$ cat src/rtl/pu_run_ctl.sv
// Run/step/halt controller for a small processing unit: gates PC advance and
// register writes, handles breakpoints and counts retired instructions.
module pu_run_ctl #(
    parameter int PCW  = 8,
    parameter int CNTW = 16
) (
    input  logic            clk,
    input  logic            rst,
    input  logic            run,
    input  logic            step,
    input  logic            stop,
    input  logic            clr,
    input  logic            bp_en,
    input  logic [PCW-1:0]  bp_addr,
    input  logic [PCW-1:0]  pca,
    input  logic            h,
    input  logic            we_in,
    output logic            pc_en,
    output logic            we,
    output logic [1:0]      state,
    output logic            bp_hit,
    output logic            done,
    output logic [CNTW-1:0] cyc_cnt
);

    typedef enum logic [1:0] {
        IDLE = 2'b00,
        RUN  = 2'b01,
        STEP = 2'b10,
        HALT = 2'b11
    } state_t;

    state_t          state_q;
    logic            first_q;
    logic            bp_hit_q;
    logic            done_q;
    logic [CNTW-1:0] cnt_q;
    logic [CNTW-1:0] cnt_d;
    logic            bp_match;
    logic            retire;

    // The first RUN cycle after IDLE ignores the breakpoint so a resume
    // retires the instruction it stopped on.
    assign bp_match = bp_en && (pca == bp_addr) && !first_q;

    always_comb begin
        retire = 1'b0;
        case (state_q)
            RUN:     retire = !clr && !stop && !h && !bp_match;
            STEP:    retire = !clr && !stop && !h;
            default: retire = 1'b0;
        endcase
    end

    always_comb begin
        cnt_d = cnt_q;
        if (retire && (cnt_q != {CNTW{1'b1}}))
            cnt_d = cnt_q + 1'b1;
    end

    // Reset gates the combinational enables immediately, without a clock edge.
    assign pc_en   = rst & retire;
    assign we      = rst & retire & we_in;
    assign state   = state_q;
    assign bp_hit  = bp_hit_q;
    assign done    = done_q;
    assign cyc_cnt = cnt_q;

    always_ff @(posedge clk or negedge rst) begin
        if (!rst) begin
            state_q  <= IDLE;
            first_q  <= 1'b0;
            bp_hit_q <= 1'b0;
            done_q   <= 1'b0;
            cnt_q    <= '0;
        end else begin
            done_q  <= 1'b0;
            first_q <= 1'b0;
            cnt_q   <= cnt_d;
            if (clr) begin
                state_q  <= IDLE;
                bp_hit_q <= 1'b0;
                cnt_q    <= '0;
            end else begin
                case (state_q)
                    IDLE: begin
                        if (stop) begin
                            state_q <= IDLE;
                        end else if (run) begin
                            state_q <= RUN;
                            first_q <= 1'b1;
                        end else if (step) begin
                            state_q <= STEP;
                        end
                    end
                    RUN: begin
                        if (stop) begin
                            state_q <= IDLE;
                        end else if (h) begin
                            state_q <= HALT;
                            done_q  <= 1'b1;
                        end else if (bp_match) begin
                            state_q  <= IDLE;
                            bp_hit_q <= 1'b1;
                        end
                    end
                    STEP: begin
                        if (stop) begin
                            state_q <= IDLE;
                        end else if (h) begin
                            state_q <= HALT;
                            done_q  <= 1'b1;
                        end else begin
                            state_q <= IDLE;
                        end
                    end
                    default: state_q <= HALT;
                endcase
            end
        end
    end

endmodule
$ cat config.mk
export PLATFORM = sky130hd
export DESIGN_NAME = pu_run_ctl
export DESIGN_NICKNAME = d
export VERILOG_FILES = /design/src/rtl/pu_run_ctl.sv
export SDC_FILE = /design/constraint.sdc
export NUM_CORES = 1
export LEC_CHECK = 0
export ABC_CLOCK_PERIOD_IN_PS = 2800
export CORE_MARGIN = 2
export CORE_UTILIZATION = 46
export DETAILED_ROUTE_END_ITERATION = 10
export PLACE_DENSITY_LB_ADDON = 0.2
export SLEW_MARGIN = 10
export SYNTH_ARGS = -nofsm -noshare
export SYNTH_HDL_FRONTEND = slang
export SYNTH_SLANG_ARGS = --single-unit
$ cat constraint.sdc
create_clock -name clk -period 2.8 [get_ports clk]
set_input_delay 0.7 -clock clk [delete_from_list [all_inputs] [get_ports clk]]
set_output_delay 0.7 -clock clk [all_outputs]
set_load 0.03 [all_outputs]
# Yosys cells after proc, flatten, opt, wreduce, memory -nomap -nowiden
# Cells that the tools add are included.
totals:
  elab_cells: 60
  reg_bits: 21
  output_inout_bits: 22
classes:
  n_mux: 26
  bitwise_logic: 2
  n_eq_ne: 8
  reduce_logical: 18
  add_sub_neg: 1
op_table:
  columns: ["cell", "n"]
  rows:
  - ["$mux W16", 2]
  - ["$mux W2", 9]
  - ["$add A16 B1 Y16 const B", 1]
  - ["$ne A16 B16 Y1 const B", 1]
  - ["$mux W1", 13]
  - ["$ne A5 B5 Y1 const B", 2]
  - ["$eq A8 B8 Y1", 1]
  - ["$logic_and A1 B1 Y1", 6]
  - ["$pmux W2 S3", 1]
  - ["$reduce_bool A2 Y1", 3]
  - ["$logic_not A1 Y1", 5]
  - ["$reduce_and A4 Y1", 1]
  - ["$and A1 B1 Y1", 2]
  - ["$eq A2 B1 Y1 const B", 1]
  - ["$eq A2 B2 Y1 const B", 1]
  - ["$logic_not A2 Y1", 1]
  - ["$ne A2 B1 Y1 const B", 1]
  - ["$ne A2 B2 Y1 const B", 1]
  - ["$pmux W1 S2", 1]
  - ["$reduce_and A2 Y1", 1]
  - ["$reduce_or A2 Y1", 1]

# Longest topological paths before layout
# Gate-level depths: netlist of the first run.
depth:
  ltp_word: 9
  depth_mapped: 7

# Least setup slack after synthesis of the first run
# Ideal clock, no wire load.
synth_timing:
  path_type: "input to output"
  from: "input port bp_addr[2]"
  to: "output port we"
  setup_slack_ns: 0.181
  required_time_ns: 2.100
  path_stages: 5
  arrival_ns: 1.919
  path_cell_list: "xnor2_1 -> nand3_1 -> nor4_4 -> nor2_1 -> and3_1"
synth_between:
  elab_chain_cells: 8
synth_lines:
  columns: ["item", "line", "rtl"]
  rows:
  - ["from (decl)", "14", "input logic [PCW-1:0] bp_addr,"]
  - ["$eq A8 B8 Y1", "44", "assign bp_match = bp_en && (pca == bp_addr) && !first_q;"]
  - ["$logic_and A1 B1 Y1 (2 in series)", "44", null]
  - ["$logic_not A1 Y1", "49", "RUN: retire = !clr && !stop && !h && !bp_match;"]
  - ["$logic_and A1 B1 Y1", "49", null]
  - ["$pmux W1 S2", "48", "case (state_q)"]
  - ["$and A1 B1 Y1 (2 in series)", "63", "assign we = rst & retire & we_in;"]
  - ["to (decl)", "19", "output logic we,"]
# No other way between the ends.

# Worst setup path in the final report of the first run
layout_timing:
  from: "input port clr"
  to: "output port we"
layout_between:
  elab_chain_cells: 7
layout_lines:
  columns: ["item", "line", "rtl"]
  rows:
  - ["from (decl)", "12", "input logic clr,"]
  - ["$logic_not A1 Y1 *", "49, 50", null]
  - ["$logic_and A1 B1 Y1 * (2 in series)", "49, 50", null]
  - ["$logic_and A1 B1 Y1", "49", null]
  - ["$pmux W1 S2 *", "48", null]
  - ["$and A1 B1 Y1 * (2 in series)", "63", null]
# Mark *: on every way between the ends. The rest lies on a longest branch, timed or not.

==> results of run 1 <==
worst paths after layout:
path                               to  slack, ns
max                                we       0.11
min                            bp_hit       0.53
max reg2reg                cyc_cnt[9]       0.53
min reg2reg                    bp_hit       0.53
max in group asynchronous  cyc_cnt[8]       1.70
min in group asynchronous  cyc_cnt[2]       0.87
layout make-up:
cell class	instances	area [µm²]	area share [%]
clock inverters	1	5.005	0.2324
clock buffers	3	22.52	1.046
well taps	44	55.05	2.557
repair buffers	64	599.3	27.83
inverters	5	18.77	0.8716
multi-input cells	120	927.1	43.06
flip-flops and latches	21	525.5	24.40
report_power, final:
part           total (µW)  leakage (µW)  internal [µW]  switching, µW
registers             312      0.000292            308           3.82
logic                 136      0.000646           67.8           68.2
clock network         151     0.0000177           53.5           97.3
worst max-delay path: cells and delay by family:
kind,cells,cell delay [ns]
simple gates,3,0.56
buf+inv,2,0.58
compound gates,1,0.14
per-layer routing:
metal | up-vias | wire, µm
met2 | 62 | 2006
met3 | 8 | 303
met5 | - | 0
met1 | 703 | 1463
li1 | 699 | -
met4 | 0 | 80
cells in the final DEF, fill, tap and decap left out, types with 4 or more instances in the layout:
| master | count |
|---|---|
| dfrtp_1 | 21 |
| nand4_1 | 4 |
| nand3_1 | 7 |
| a221o_1 | 6 |
| dlygate4sd2_1 | 11 |
| dlymetal6s2s_1 | 6 |
| nor2_1 | 7 |
| nor3_1 | 6 |
| clkdlybuf4s50_1 | 27 |
| and3_1 | 5 |
| xnor2_1 | 7 |
| inv_1 | 5 |
| nor2b_1 | 4 |
| nand2_1 | 14 |
| ha_1 | 5 |
| buf_4 | 18 |
stage by stage:
| stage | setup TNS, ns | hold WS, ns |
|---|---|---|
| detailed placement | -1.144 | 0.4969 |
| CTS | 0 | 0.5284 |
| global route | 0 | 0.5549 |
| floorplan | 0 | 0.4044 |
| finish | 0 | 0.5265 |
| global placement | -0.9191 | 0.4970 |
logic make-up (layout without fill, tap and decap cells):
kind of cell,after synthesis,count (layout),synth area share (%)
AO/OA/AOI/OAI,29,29,17.54
flip-flops,21,21,35.41
buffers and inverters,9,73,3.625
AND/OR/NAND/NOR,73,73,30.52
multiplexers,5,5,3.962
adder cells (fa/ha/maj),5,5,4.216
XOR/XNOR,8,8,4.722
repair_timing:
| item | 4_1_cts | 5_1_grt |
|---|---|---|
| setup endpoints to repair | 2 | 2 |
| gates resized for setup | 27 | 9 |
| setup buffers | 1 | 2 |
| pin swaps | 11 | 6 |
flip-flops by register name, indices dropped and copies added, names as in the netlist:
name     count
cyc_cnt     16
state        2
bp_hit       1
done         1
first_q      1
==> metrics, run 1 <==
status finished, final reports clean; leading area contributor after synthesis dfrtp_1; drt wl/cell 14.94 µm; pre-CTS WS -0.5370 ns; CTS tree yes; core area 3053 µm²; Post-synth EDFFs 0; Slew Limit Fails 0; overflow left after global routing 0; vias 1472; num rows 20; final std cells w/o fill 258; top cells by area, synth dfrtp_1 35%, xnor2_1 4.7%, ha_1 4.2%; fillers 256; crit-path cells clkdlybuf4s50_1 > nor2_4 > o2111ai_4 > nor2_2 > and3_4 > buf_6; Post-Route Utilization 70.53%; met3 Resource Use GR 6.610%; MaxCap Viol Count 0; Final nets 245; Slew @ Worst Pin 0.4591 ns; die width 60.80 µm; clock sink count 21; final worst path period share 96.11%; fmax 0.3716 GHz; ys flop type dfrtp_1; Seq/Total Area, Yosys 35.41%; initial antenna violation count 0; Worst path max stage delay 0.46 ns; post-synthesis register bit count 21; Total GRT Usage 22.65%; initial core utilization 48.61%; Worst setup startpoint clr; GPL Wtd Cong 0.8293; synth unique cells 47; RSZ-0062 raised after global routing no; crit start category primary input; final antenna-violating net count 0; residual DRC count 0; Pwr per Cell Area 277.8 nW/µm²; # port buffers 46; clk_skew 0.01173 ns; busiest grt layer met2; crit end category output port; vias in the first global route 1456; worst skew pair latency 0.32 ns; global-route wire length before repair 6306 µm; clk root buf clkbuf_4; top cell type's share of synthesized area 35.41%; htree depth 1; drt total wl 3854 µm; first-iteration detailed-routing DRC count 93; CP required 2.10 ns; die area 3696 µm²; placed cell count 251; share of layout cells above drive strength 1 20.56%; Placed Instance Area 2077 µm²; path depth of the worst reg2reg path 7; Hold WC Path Type reg2reg; mean post-synth cell area 9.893 µm²; Final Critical Period 2.691 ns; routed vias/inst 5.705; Hold Crit Depth 2; drt first pass iters 4; Final Power 598.3 µW; Vert. Die Dim 60.80 µm; slew margin rel. 68.99%; diodes inserted 0; leakage power 0.0009558 µW; min-delay src bp_hit; Layout area overhead 45.11%; met1 Track Usage GR 25.76%; VDD IR max 0.2126 mV; DP HPWL 2943 µm; io pins 47; fin area 2153 µm²; ys async rst share 100.0%; M2 GR Usage 39.17%; Mapped Cells 150; critical path class in2out; critical path's slowest cell clkdlybuf4s50_1; setup ws final 0.1090 ns; post-synthesis net count 180; setup violators final 0; worst-path fanout max 3; Fin. Hold Viols 0; TritonCTS buffer count 3; hold_buf cts 0; CP arrival 1.99 ns; clk slew on worst S/H paths 0.11 ns; most used standard cell by instance count after synthesis dfrtp_1; clock tree buffer depth 2; Synth top cells by count 21 x dfrtp_1, 14 x nand2_1, 8 x nand3_1, 8 x nor2_1, 8 x xnor2_1; Syn. warnings 0; Post-Syn Area 1484 µm²; largest net degree at the start of global routing 22; worst reg2reg startpoint state[1]
Power figures use the tool's default switching activity.
==> run 2: changes to the inputs <==
--- a/config.mk
+++ b/config.mk
@@ -9,7 +9,7 @@
 export CORE_MARGIN = 2
 export CORE_UTILIZATION = 46
 export DETAILED_ROUTE_END_ITERATION = 10
-export PLACE_DENSITY_LB_ADDON = 0.2
+export PLACE_DENSITY = 0.79
 export SLEW_MARGIN = 10
 export SYNTH_ARGS = -nofsm -noshare
 export SYNTH_HDL_FRONTEND = slang
==> metrics, run 2 (synthesized netlist as in run 1, its figures left out) <==
clock sink count 21 (unchanged); critical path class in2out; Final nets 245 (unchanged); status finished, final reports clean; crit end category output port; hold_buf cts 0 (unchanged); vias 1459 (-0.88%); critical path's slowest cell nor4_4; htree depth 1 (unchanged); largest net degree at the start of global routing 19 (-14%); io pins 47 (unchanged); clk_skew 0.007652 ns (-0.004079 ns); CP required 2.10 ns (about the same); drt wl/cell 15.02 µm (+0.54%); global-route wire length before repair 6465 µm (+2.5%); Pwr per Cell Area 280.0 nW/µm² (+0.78%); routed vias/inst 5.655 (-0.88%); DP HPWL 3064 µm (+4.1%); Hold WC Path Type reg2reg; Placed Instance Area 2062 µm² (-0.72%); crit start category primary input; max reg flops 16 (unchanged); GPL Wtd Cong 0.8358 (+0.78%); initial core utilization 48.61% (unchanged); placed cell count 249 (-0.80%); area of the multi-input gates 914.6 µm² (-1.3%); TritonCTS buffer count 3 (unchanged); vias in the first global route 1477 (+1.4%); setup violators final 0 (unchanged); Final Critical Period 2.696 ns (+0.005172 ns); Total GRT Usage 23.14% (+0.48 points); Layout area overhead 44.27%; diodes inserted 0 (unchanged); drt total wl 3875 µm (+0.54%); worst skew pair latency 0.31 ns (about the same); residual DRC count 0 (unchanged); final worst path period share 96.29% (+0.18 points); first-iteration detailed-routing DRC count 97 (+4.3%); # port buffers 46 (unchanged); num rows 20 (unchanged); share of layout cells above drive strength 1 19.63% (-0.93 points); leakage power 0.0009474 µW (-0.88%); final antenna-violating net count 0 (unchanged); slew margin rel. 61.96% (-7.0 points); drt first pass iters 4 (unchanged); CTS tree yes; die area 3696 µm² (unchanged); commonest non-fill, non-tap cells in the layout 27 x clkdlybuf4s50_1, 21 x dfrtp_1, 18 x buf_4; final std cells w/o fill 258 (unchanged); overflow left after global routing 0 (unchanged); Final Power 599.4 µW (+0.19%); die width 60.80 µm (unchanged); most common cell after layout, fill and taps aside clkdlybuf4s50_1; clk root buf clkbuf_4; worst-path fanout max 3 (unchanged); Slew @ Worst Pin 0.5632 ns (+0.1041 ns); setup ws final 0.1038 ns (-0.005172 ns); clock tree buffer depth 2 (unchanged); WP buf/inv 2 (unchanged); initial antenna violation count 0 (unchanged); RSZ-0062 raised after global routing no; Worst path max stage delay 0.30 ns (-0.16 ns); Vert. Die Dim 60.80 µm (unchanged); fillers 245 (-4.3%); pre-CTS WS -0.5330 ns (+0.004003 ns); fin area 2141 µm² (-0.58%); Slew Limit Fails 0 (unchanged); fmax 0.3709 GHz (-0.19%); Reg area 525.5 µm² (unchanged); Top delay family on crit path simple AND/OR/NAND/NOR gates; CP arrival 2.00 ns (about the same); crit-path cells dlygate4sd2_1 > xnor2_1 > nand4_1 > nor4_4 > nor2_2 > and3_4 > buf_6; core area 3053 µm² (unchanged); MaxCap Viol Count 0 (unchanged); clk slew on worst S/H paths 0.12 ns (about the same); Fin. Hold Viols 0 (unchanged); VDD IR max 0.1687 mV (-21%)
==> run 2: final cells by class <==
class | count | share of cell area (%)
well taps | 44 | 2.572
repair buffers | 64 | 28.00
multi-input cells | 120 | 42.72
inverters | 5 | 0.8767
flip-flops and latches | 21 | 24.55
clock inverters | 1 | 0.2338
clock buffers | 3 | 1.052
==> run 2: power by group <==
group / internal, µW / switching (µW) / leakage (µW)
clock network: 53.4 / 99.7 / 0.0000177
logic: 67.8 / 67.4 / 0.000638
registers: 308 / 3.45 / 0.000292
total: 429 / 170 / 0.000947
==> run 2: through the flow <==
stage                     hold WS [ns]  utilization [%]  setup TNS [ns]
after global placement          0.4948            67.54         -0.9176
after CTS                       0.5477            69.39               0
after global routing            0.6131            70.12               0
after detailed placement        0.5157            67.54          -1.287
after floorplan                 0.4044                -               0
final                           0.5314            70.12               0
==> run 2: timing repair <==
action / in CTS / in global routing
buffers inserted: 5 / 0
resized for setup: 26 / 8
setup endpoints to repair: 2 / 1
pin swaps: 11 / 6
==> run 2: per-layer routing <==
metal / track usage [%] / vias to the layer above / wire [µm]
met5: 0 / - / 0
met4: 9.627 / 0 / 93
met3: 4.264 / 11 / 184
met2: 40.71 / 46 / 2002
met1: 27.61 / 704 / 1595
li1: - / 698 / -
==> run 2: final timing paths <==
kind                            startpoint     endpoint  slack [ns]  depth (start not counted)
worst max register to register     first_q  cyc_cnt[13]        0.46                          9
worst min-delay path                bp_hit       bp_hit        0.53                          2
worst min register to register      bp_hit       bp_hit        0.53                          2
max in group asynchronous              rst  cyc_cnt[15]        1.70                          2
min in group asynchronous              rst  cyc_cnt[10]        0.82                          2
worst max-delay path                pca[1]           we        0.10                          7
==> run 2: worst register-to-register path, delay by kind of cell, from the launching register on <==
family / cells / cell delay (ns)
AOI/OAI and AO/OA: 2 / 0.53
buffers and inverters: 4 / 0.56
DFF: 1 / 0.39
and+or+nand+nor: 3 / 0.80
